<file path="src/rtl/quicksort_host.sv">
// quicksort_host: loads one streamed frame into a `quicksort` block through its
// toggle-command interface (clear, push per word, sort, pop until empty) and
// streams the sorted words back out.
module quicksort_host #(
  parameter int unsigned W      = 16,
  parameter int unsigned CW     = 8,
  parameter int unsigned SETTLE = 4
) (
  input  logic          clk,
  input  logic          rstn,
  input  logic          enable,
  input  logic [W-1:0]  s_data,
  input  logic          s_valid,
  input  logic          s_last,
  output logic          s_ready,
  output logic [W-1:0]  m_data,
  output logic          m_valid,
  output logic          m_last,
  input  logic          m_ready,
  output logic          q_clear,
  output logic          q_push,
  output logic          q_sort,
  output logic          q_pop,
  output logic [W-1:0]  q_rx_data,
  input  logic [W-1:0]  q_tx_data,
  input  logic          q_full,
  input  logic          q_empty,
  input  logic          q_idle,
  output logic          busy,
  output logic          overflow,
  output logic [CW-1:0] count
);

  localparam int unsigned SW = (SETTLE > 0) ? $clog2(SETTLE + 1) : 1;

  // Gray-coded so that every legal transition flips one bit where possible.
  typedef enum logic [2:0] {
    StIdle   = 3'b000,
    StClear  = 3'b001,
    StLoad   = 3'b011,
    StPush   = 3'b010,
    StSort   = 3'b110,
    StUnload = 3'b111,
    StPop    = 3'b101,
    StWait   = 3'b100
  } state_e;

  state_e        state_q, state_d, ret_q, ret_d;
  logic [SW-1:0] wait_q, wait_d;
  logic          clear_q, clear_d, push_q, push_d, sort_q, sort_d, pop_q, pop_d;
  logic [W-1:0]  rx_data_q, rx_data_d, m_data_q, m_data_d;
  logic          last_q, last_d, drop_q, drop_d;
  logic          m_valid_q, m_valid_d, m_last_q, m_last_d;
  logic          busy_q, busy_d, overflow_q, overflow_d;
  logic [CW-1:0] count_q, count_d, rem_q, rem_d;
  logic          hs_in;

  assign hs_in = s_valid & s_ready;

  // State register: current state, return state after WAIT, settle counter.
  always_ff @(posedge clk or negedge rstn) begin
    if (!rstn) begin
      state_q <= StIdle;
      ret_q   <= StIdle;
      wait_q  <= '0;
    end else begin
      state_q <= state_d;
      ret_q   <= ret_d;
      wait_q  <= wait_d;
    end
  end

  // Next-state logic; every command state parks in WAIT until the queue settles.
  always_comb begin
    state_d = state_q;
    ret_d   = ret_q;
    wait_d  = wait_q;
    unique case (state_q)
      StIdle:   if (enable && s_valid) state_d = StClear;
      StClear:  begin state_d = StWait; ret_d = StLoad; wait_d = SW'(SETTLE); end
      StLoad: begin
        if (drop_q) begin
          if (hs_in && s_last) state_d = StSort;
        end else if (hs_in) begin
          state_d = StPush;
        end
      end
      StPush: begin
        state_d = StWait;
        ret_d   = last_q ? StSort : StLoad;
        wait_d  = SW'(SETTLE);
      end
      StSort:   begin state_d = StWait; ret_d = StUnload; wait_d = SW'(SETTLE); end
      StUnload: begin
        if (!m_valid_q) begin
          if (q_empty) state_d = StIdle;
        end else if (m_ready) begin
          state_d = StPop;
        end
      end
      StPop:    begin state_d = StWait; ret_d = StUnload; wait_d = SW'(SETTLE); end
      StWait: begin
        if (wait_q != '0) wait_d = wait_q - 1'b1;
        else if (q_idle)  state_d = ret_q;
      end
      default:  state_d = StIdle;
    endcase
    if (!enable) state_d = StIdle;
  end

  // Datapath next-state: toggles, latched word, counters, output beat.
  always_comb begin
    clear_d    = clear_q;
    push_d     = push_q;
    sort_d     = sort_q;
    pop_d      = pop_q;
    rx_data_d  = rx_data_q;
    last_d     = last_q;
    drop_d     = drop_q;
    m_data_d   = m_data_q;
    m_valid_d  = m_valid_q;
    m_last_d   = m_last_q;
    busy_d     = busy_q;
    overflow_d = overflow_q;
    count_d    = count_q;
    rem_d      = rem_q;
    unique case (state_q)
      StIdle: begin
        if (enable && s_valid) begin
          count_d    = '0;
          overflow_d = 1'b0;
          busy_d     = 1'b1;
          drop_d     = 1'b0;
        end
      end
      StClear: clear_d = ~clear_q;
      StLoad: begin
        if (!drop_q) begin
          if (hs_in) begin
            rx_data_d = s_data;
            last_d    = s_last;
          end else if (s_valid && q_full) begin
            // Queue is full: flag it and swallow the rest of the frame.
            overflow_d = 1'b1;
            drop_d     = 1'b1;
          end
        end
      end
      StPush: begin
        push_d = ~push_q;
        if (count_q != '1) count_d = count_q + 1'b1;
      end
      StSort: begin
        sort_d = ~sort_q;
        rem_d  = count_q;
      end
      StUnload: begin
        if (!m_valid_q) begin
          if (q_empty) begin
            busy_d = 1'b0;
          end else begin
            m_data_d  = q_tx_data;
            m_valid_d = 1'b1;
            m_last_d  = (rem_q == CW'(1));
          end
        end else if (m_ready) begin
          m_valid_d = 1'b0;
          m_last_d  = 1'b0;
        end
      end
      StPop: begin
        pop_d = ~pop_q;
        if (rem_q != '0) rem_d = rem_q - 1'b1;
      end
      default: ;
    endcase
    // Abort: keep toggle levels, overflow and count; drop the frame.
    if (!enable) begin
      clear_d    = clear_q;
      push_d     = push_q;
      sort_d     = sort_q;
      pop_d      = pop_q;
      overflow_d = overflow_q;
      count_d    = count_q;
      busy_d     = 1'b0;
      m_valid_d  = 1'b0;
      m_last_d   = 1'b0;
      drop_d     = 1'b0;
    end
  end

  // Datapath registers.
  always_ff @(posedge clk or negedge rstn) begin
    if (!rstn) begin
      clear_q    <= 1'b0;
      push_q     <= 1'b0;
      sort_q     <= 1'b0;
      pop_q      <= 1'b0;
      rx_data_q  <= '0;
      last_q     <= 1'b0;
      drop_q     <= 1'b0;
      m_data_q   <= '0;
      m_valid_q  <= 1'b0;
      m_last_q   <= 1'b0;
      busy_q     <= 1'b0;
      overflow_q <= 1'b0;
      count_q    <= '0;
      rem_q      <= '0;
    end else begin
      clear_q    <= clear_d;
      push_q     <= push_d;
      sort_q     <= sort_d;
      pop_q      <= pop_d;
      rx_data_q  <= rx_data_d;
      last_q     <= last_d;
      drop_q     <= drop_d;
      m_data_q   <= m_data_d;
      m_valid_q  <= m_valid_d;
      m_last_q   <= m_last_d;
      busy_q     <= busy_d;
      overflow_q <= overflow_d;
      count_q    <= count_d;
      rem_q      <= rem_d;
    end
  end

  // Outputs; stream handshakes are gated by enable so they drop at once.
  always_comb begin
    s_ready   = enable && (state_q == StLoad) && (drop_q || (q_idle && !q_full));
    m_valid   = enable && m_valid_q;
    m_last    = enable && m_valid_q && m_last_q;
    m_data    = m_data_q;
    q_clear   = clear_q;
    q_push    = push_q;
    q_sort    = sort_q;
    q_pop     = pop_q;
    q_rx_data = rx_data_q;
    busy      = busy_q;
    overflow  = overflow_q;
    count     = count_q;
  end

endmodule
</file>
<file path="config.mk">
export PLATFORM = sky130hd
export DESIGN_NAME = quicksort_host
export DESIGN_NICKNAME = d
export VERILOG_FILES = /design/src/rtl/quicksort_host.sv
export SDC_FILE = /design/constraint.sdc
export NUM_CORES = 1
export LEC_CHECK = 0
export ABC_AREA = 1
export CAP_MARGIN = 25
export CELL_PAD_IN_SITES_DETAIL_PLACEMENT = 1
export CELL_PAD_IN_SITES_GLOBAL_PLACEMENT = 1
export CORE_AREA = 2 2 104 106
export DETAILED_ROUTE_END_ITERATION = 12
export DIE_AREA = 0 0 106 108
export GPL_TIMING_DRIVEN = 0
export PLACE_DENSITY_LB_ADDON = 0.1
export SYNTH_ARGS = -nofsm -noshare
export SYNTH_HDL_FRONTEND = slang
export SYNTH_SLANG_ARGS = --single-unit
export TNS_END_PERCENT = 30
</file>
<file path="constraint.sdc">
create_clock -name clk -period 4.14 [get_ports clk]
set_clock_uncertainty 0.2 [all_clocks]
set_input_delay 0.414 -clock clk [delete_from_list [all_inputs] [get_ports clk]]
set_output_delay 0.414 -clock clk [all_outputs]
set_load 0.005 [all_outputs]
</file>
### Yosys cells after proc, flatten, opt, wreduce, memory -nomap -nowiden

Cells that the tools add are included.

* logic and storage cells: 137
* input bits: 41
* output and inout port bits: 49
* bits in registers: 67

* reduce and logical (&&, ||, !) cells: 34
* mux-type cells: 45
* equality and inequality tests: 30
* bitwise gates (word level): 8
* $add $sub $neg: 3

Operator list (number)
* $mux 3: 12
* $pmux 8 s2: 2
* $mux 8: 3
* $mux 1: 22
* $ne 3x3->1 const B: 6
* $ne 4x4->1 const B: 4
* $pmux 3 s5: 1
* $ne 2x2->1 const B: 7
* $reduce_and 2->1: 7
* $eq 3x3->1 const B: 4
* $pmux 3 s3: 1
* $reduce_and 3->1: 3
* $add 8x1->8 const B: 1
* $eq 8x1->1 const B: 1
* $logic_and 1x1->1: 8
* $ne 8x8->1 const B: 1
* $reduce_and 4->1: 2
* $reduce_bool 2->1: 4
* $reduce_bool 8->1: 1
* $sub 8x1->8 const B: 1
* $not 1->1: 7
* $reduce_and 7->1: 1
* $eq 3x2->1 const B: 2
* $ne 3x1->1 const B: 2
* 14 further kinds: 17

### Longest topological paths before layout

* word-level depth: 10
* depth in mapped cells: 12
* mapped depth without buffers: 12

### Worst setup path after synthesis

Ideal clock, no wire load.

* path kind: flip-flop to flip-flop
* start: register state_q[0]
* end: register state_q[0]
* setup time: 0.117 ns
* data required time: 3.823 ns
* data arrival time: 1.377 ns
* stages on the path, launching flop included: 13
* path buffers: 0
* slack: 2.446 ns
* clock period less this slack: 1.694 ns
* path through: dfrtp_1 inv_1 ha_1 nand2_2 inv_1 nand2_1 inv_1 nor2_1 nand2_1 nand2_1 nand2_1 nand2_1 nand2_1

* longest elaborated chain between the ends: 7
* elaborated cells between the ends (all ways): 23
* those cells by class: eq/ne (14); mux (2); bitwise (1); reduce/logical (6)

Ends and longest elaborated chain
* start, declared: line 48 `state_e state_q, state_d, ret_q, ret_d;`
* start signal, assigned: line 63 `state_q <= StIdle;`
* start signal, assigned: line 67 `state_q <= state_d;`
* $eq 3x2->1: line 78, 229
* $logic_and 1x1->1 (2 in series): line 229 `s_ready = enable && (state_q == StLoad) && (drop_q || (q_idle && !q_full));`
* $and 1x1->1: line 58 `assign hs_in = s_valid & s_ready;`
* $logic_and 1x1->1: line 83 `if (hs_in && s_last) state_d = StSort;`
* $ne 4x4->1 (no line)
* $reduce_and 7->1 (no line)

Several ways; a longest one is shown, not always the timed one.
A chain may end at the register's enable or synchronous reset.

### Worst setup path after layout

* start: register state_q[0]
* end: output port s_ready

* longest elaborated chain between the ends: 3

Ends and longest elaborated chain
* $eq 3x2->1: line 229
* $logic_and 1x1->1 (2 in series): line 229
* end, declared: line 15 `output logic s_ready,`

No other way between the ends.

==> impl_metrics.env <==
export IMPL_rsz0062_at_grt="false"
export IMPL_cts_buffers=9
export IMPL_fin_ws_ns=1.44
export IMPL_p_sw_frac=0.323
export IMPL_vias_per_cell=4.69
export IMPL_die_height_microns=108
export IMPL_antenna_found_initial=0
export IMPL_final_cell_mix="nand2_1 (117), clkdlybuf4s50_1 (88), dfrtp_1 (67)"
export IMPL_setup_viol=0
export IMPL_diodes=0
export IMPL_worst_pin_slew_ns=0.395
export IMPL_report_final_slew_viol_count=0
export IMPL_cts_sinks=67
export IMPL_totalWireLength_microns=9350
export IMPL_top_usage_layer="met2"
export IMPL_postCtsSetupRepairBufs=0
export IMPL_p_total_w=0.00187
export IMPL_synth_top_area_share=0.476
export IMPL_num_rows=37
export IMPL_die_w_microns=106
export IMPL_synth_cell_types=36
export IMPL_p_sw_w=0.000604
export IMPL_cp_startpoint="state_q[0]"
export IMPL_core_area_sq_mm=0.0102
export IMPL_status="finished, final reports clean"
export IMPL_endpoint_kind="primary output"
export IMPL_comb_power_share=0.269
export IMPL_dpl_cell_area_sq_mm=0.00461
export IMPL_ios=90
export IMPL_netlist_top_cell_by_area="dfrtp_1"
export IMPL_place_congestion=0.827
export IMPL_final_common_cell="nand2_1"
export IMPL_syn_cell_area_sq_mm=0.00352
export IMPL_multi_input_area_sq_mm=0.00155
export IMPL_place_ws_ns=1.55
export IMPL_power_density_mw_per_mm2=386
export IMPL_dp_cells=642
export IMPL_fmax_ghz=0.370
export IMPL_setup_tns_ns=0
export IMPL_wl_per_cell_microns=14.2
export IMPL_syn_inst=416
export IMPL_ys_seq_elements=67
export IMPL_synth_nets=467
export IMPL_seqCellArea_sq_mm=0.00168
export IMPL_critPathArrivalTime_ns=2.09
export IMPL_r2r_start="state_q[0]"
export IMPL_synthTopCellsByArea="dfrtp_1 (48%), nand2_1 (12%), inv_1 (5.9%)"
export IMPL_start_kind="flip-flop"
export IMPL_antenna_left=0
export IMPL_die_area_sq_mm=0.0114
export IMPL_relSlewSlack=0.734
export IMPL_power_internal_w=0.00127
export IMPL_clock_latency_ns=0.34
export IMPL_vias=3090
export IMPL_drt_iter0_markers=69
export IMPL_nets=569
export IMPL_fillers=1206
export IMPL_synth_avg_cell_area_sq_um=8.47
export IMPL_syn2layout_area_growth_pct=37.3
export IMPL_path_clk_slew_ns=0.08
export IMPL_worstSetupPathType="reg -> out"
export IMPL_grt_util_all_layers=0.175
export IMPL_ir_worst_vdd_uv=129
export IMPL_yosys_warnings=0
export IMPL_min_period_ns=2.70
export IMPL_dp_hpwl_microns=7120
export IMPL_cts_tree="done"
export IMPL_hold_start="q_push"
export IMPL_use_met2=0.303
export IMPL_pwr_share_clk=0.327
export IMPL_cts_max_path_buffers=2
export IMPL_grt_pass1_vias=3286
export IMPL_drc_errors=0
export IMPL_stdcell_count=659
export IMPL_cp_max_fo=6
export IMPL_cts_htree_levels=3
export IMPL_holdCritPathClass="reg -> reg"
export IMPL_start_util=0.345
export IMPL_drv_cap=0
export IMPL_grt_ovfl_total=0
export IMPL_grt_use_met3=0.0404
export IMPL_use_met1=0.216
export IMPL_cts_root_buf="clkbuf_8"
export IMPL_drive_gt1_frac=0.124
export IMPL_grt_max_degree=51
export IMPL_grt_pass1_wl_microns=15900
export IMPL_worstPathRequired_ns=3.53
export IMPL_fin_crit_sh=0.652
export IMPL_finalHoldViolCount=0
export IMPL_seq_area_frac_synth=0.476
export IMPL_leakage_nw=2.37
export IMPL_seq_power_share=0.405
export IMPL_first_pass_iters=4
export IMPL_fin_area_sq_mm=0.00484
export IMPL_io_buffer_count=89
[area by class of cell]
type | instances | area share
Buffer | 8 | 0.0166
Clock buffer | 10 | 0.0264
Clock inverter | 6 | 0.0186
Inverter | 57 | 0.0442
Multi-Input combinational cell | 284 | 0.321
Sequential cell | 67 | 0.347
Tap cell | 136 | 0.0352
Timing Repair Buffer | 91 | 0.191
[flip-flops by register name, summed over array words and instances, names as in the netlist]
signal / count
m_data: 16
q_rx_data: 16
count: 8
rem_q: 8
ret_q: 3
state_q: 3
wait_q: 3
busy: 1
drop_q: 1
last_q: 1
m_last_q: 1
m_valid_q: 1
overflow: 1
q_clear: 1
q_pop: 1
q_push: 1
q_sort: 1
[layer usage]
layer	vias up	wire, microns	share of wire
li1	1529	-	-
met1	1492	4140	0.44
met2	58	4690	0.50
met3	11	386	0.041
met4	0	130	0.014
met5	-	0	0
[per-stage QoR]
step | hold slack (ns) | utilization
detailed placement | 0.113 | 0.451
CTS | 0.276 | 0.473
global route | 0.295 | 0.473
finish | 0.271 | 0.473
global placement | 0.257 | 0.448
floorplan | -0.0816 | -
[synthesized netlist by cell type]
cell,count
a21boi_2,1
xor2_1,2
nand3_4,1
or2_2,2
clkinv_1,1
a21boi_0,1
nand4_1,5
buf_4,1
o22ai_1,2
nand2_4,1
nor3_1,2
nand2_2,5
o31ai_1,1
xnor2_1,3
mux2_2,13
ha_1,10
inv_2,1
dfrtp_1,67
and2_4,1
o21ai_2,12
o21bai_1,2
o211ai_1,1
nand3_1,31
o21ai_0,19
inv_1,55
o21ai_1,9
nor2_4,1
nor3b_1,2
a21oi_1,6
nor2_2,2
mux2_1,3
nor2_1,28
buf_6,6
nand2_1,117
nand3b_1,1
buf_2,1
[cells by family (layout without fill, tap and decap cells)]
| logic type | Yosys count | count (layout) | synth area share |
|---|---|---|---|
| muxes | 16 | 16 | 0.0511 |
| xor gates and xnor gates | 5 | 5 | 0.0124 |
| adders and majority gates | 10 | 10 | 0.0355 |
| buffers and inverters | 65 | 172 | 0.0834 |
| AOI/OAI and AO/OA | 54 | 54 | 0.0955 |
| and+or+nand+nor | 199 | 199 | 0.246 |
| DFF | 67 | 67 | 0.476 |
[critical path: stages (launching register included)]
cell and delay [ns]:
dfrtp_1 0.44, ha_1 0.33, nand2_2 0.13, nor2_2 0.14
and2_4 0.19, clkdlybuf4s50_1 0.52
[power groups by stage]
stage | Sequential [W] | Combinational (W) | Clock (W)
after CTS | 0.000757 | 0.000508 | 0.000632
after detailed placement | 0.000769 | 0.000503 | 0
after global placement | 0.000767 | 0.000489 | 0
after floorplan | 0.000763 | 0.000303 | 0
after global routing | 0.000766 | 0.000570 | 0.000660
final | 0.000756 | 0.000502 | 0.000611
[final timing paths]
kind | end | slack [ns] | cells after the start
worst max-delay path | s_ready | 1.44 | 5
worst min-delay path | q_push | 0.27 | 1
worst max register to register | count[6] | 2.02 | 8
worst min register to register | q_push | 0.27 | 1
max in group asynchronous | q_rx_data[15] | 2.92 | 3
min in group asynchronous | count[5] | 0.29 | 2
[timing repair]
item | 4_1_cts | 5_1_grt
endpoints found under the hold margin | 17 | 0
resized for setup | 0 | 0
endpoints found under the setup margin | 0 | 0
hold buffers | 1 | 0
No activity file was read; power rests on OpenSTA's default activity.
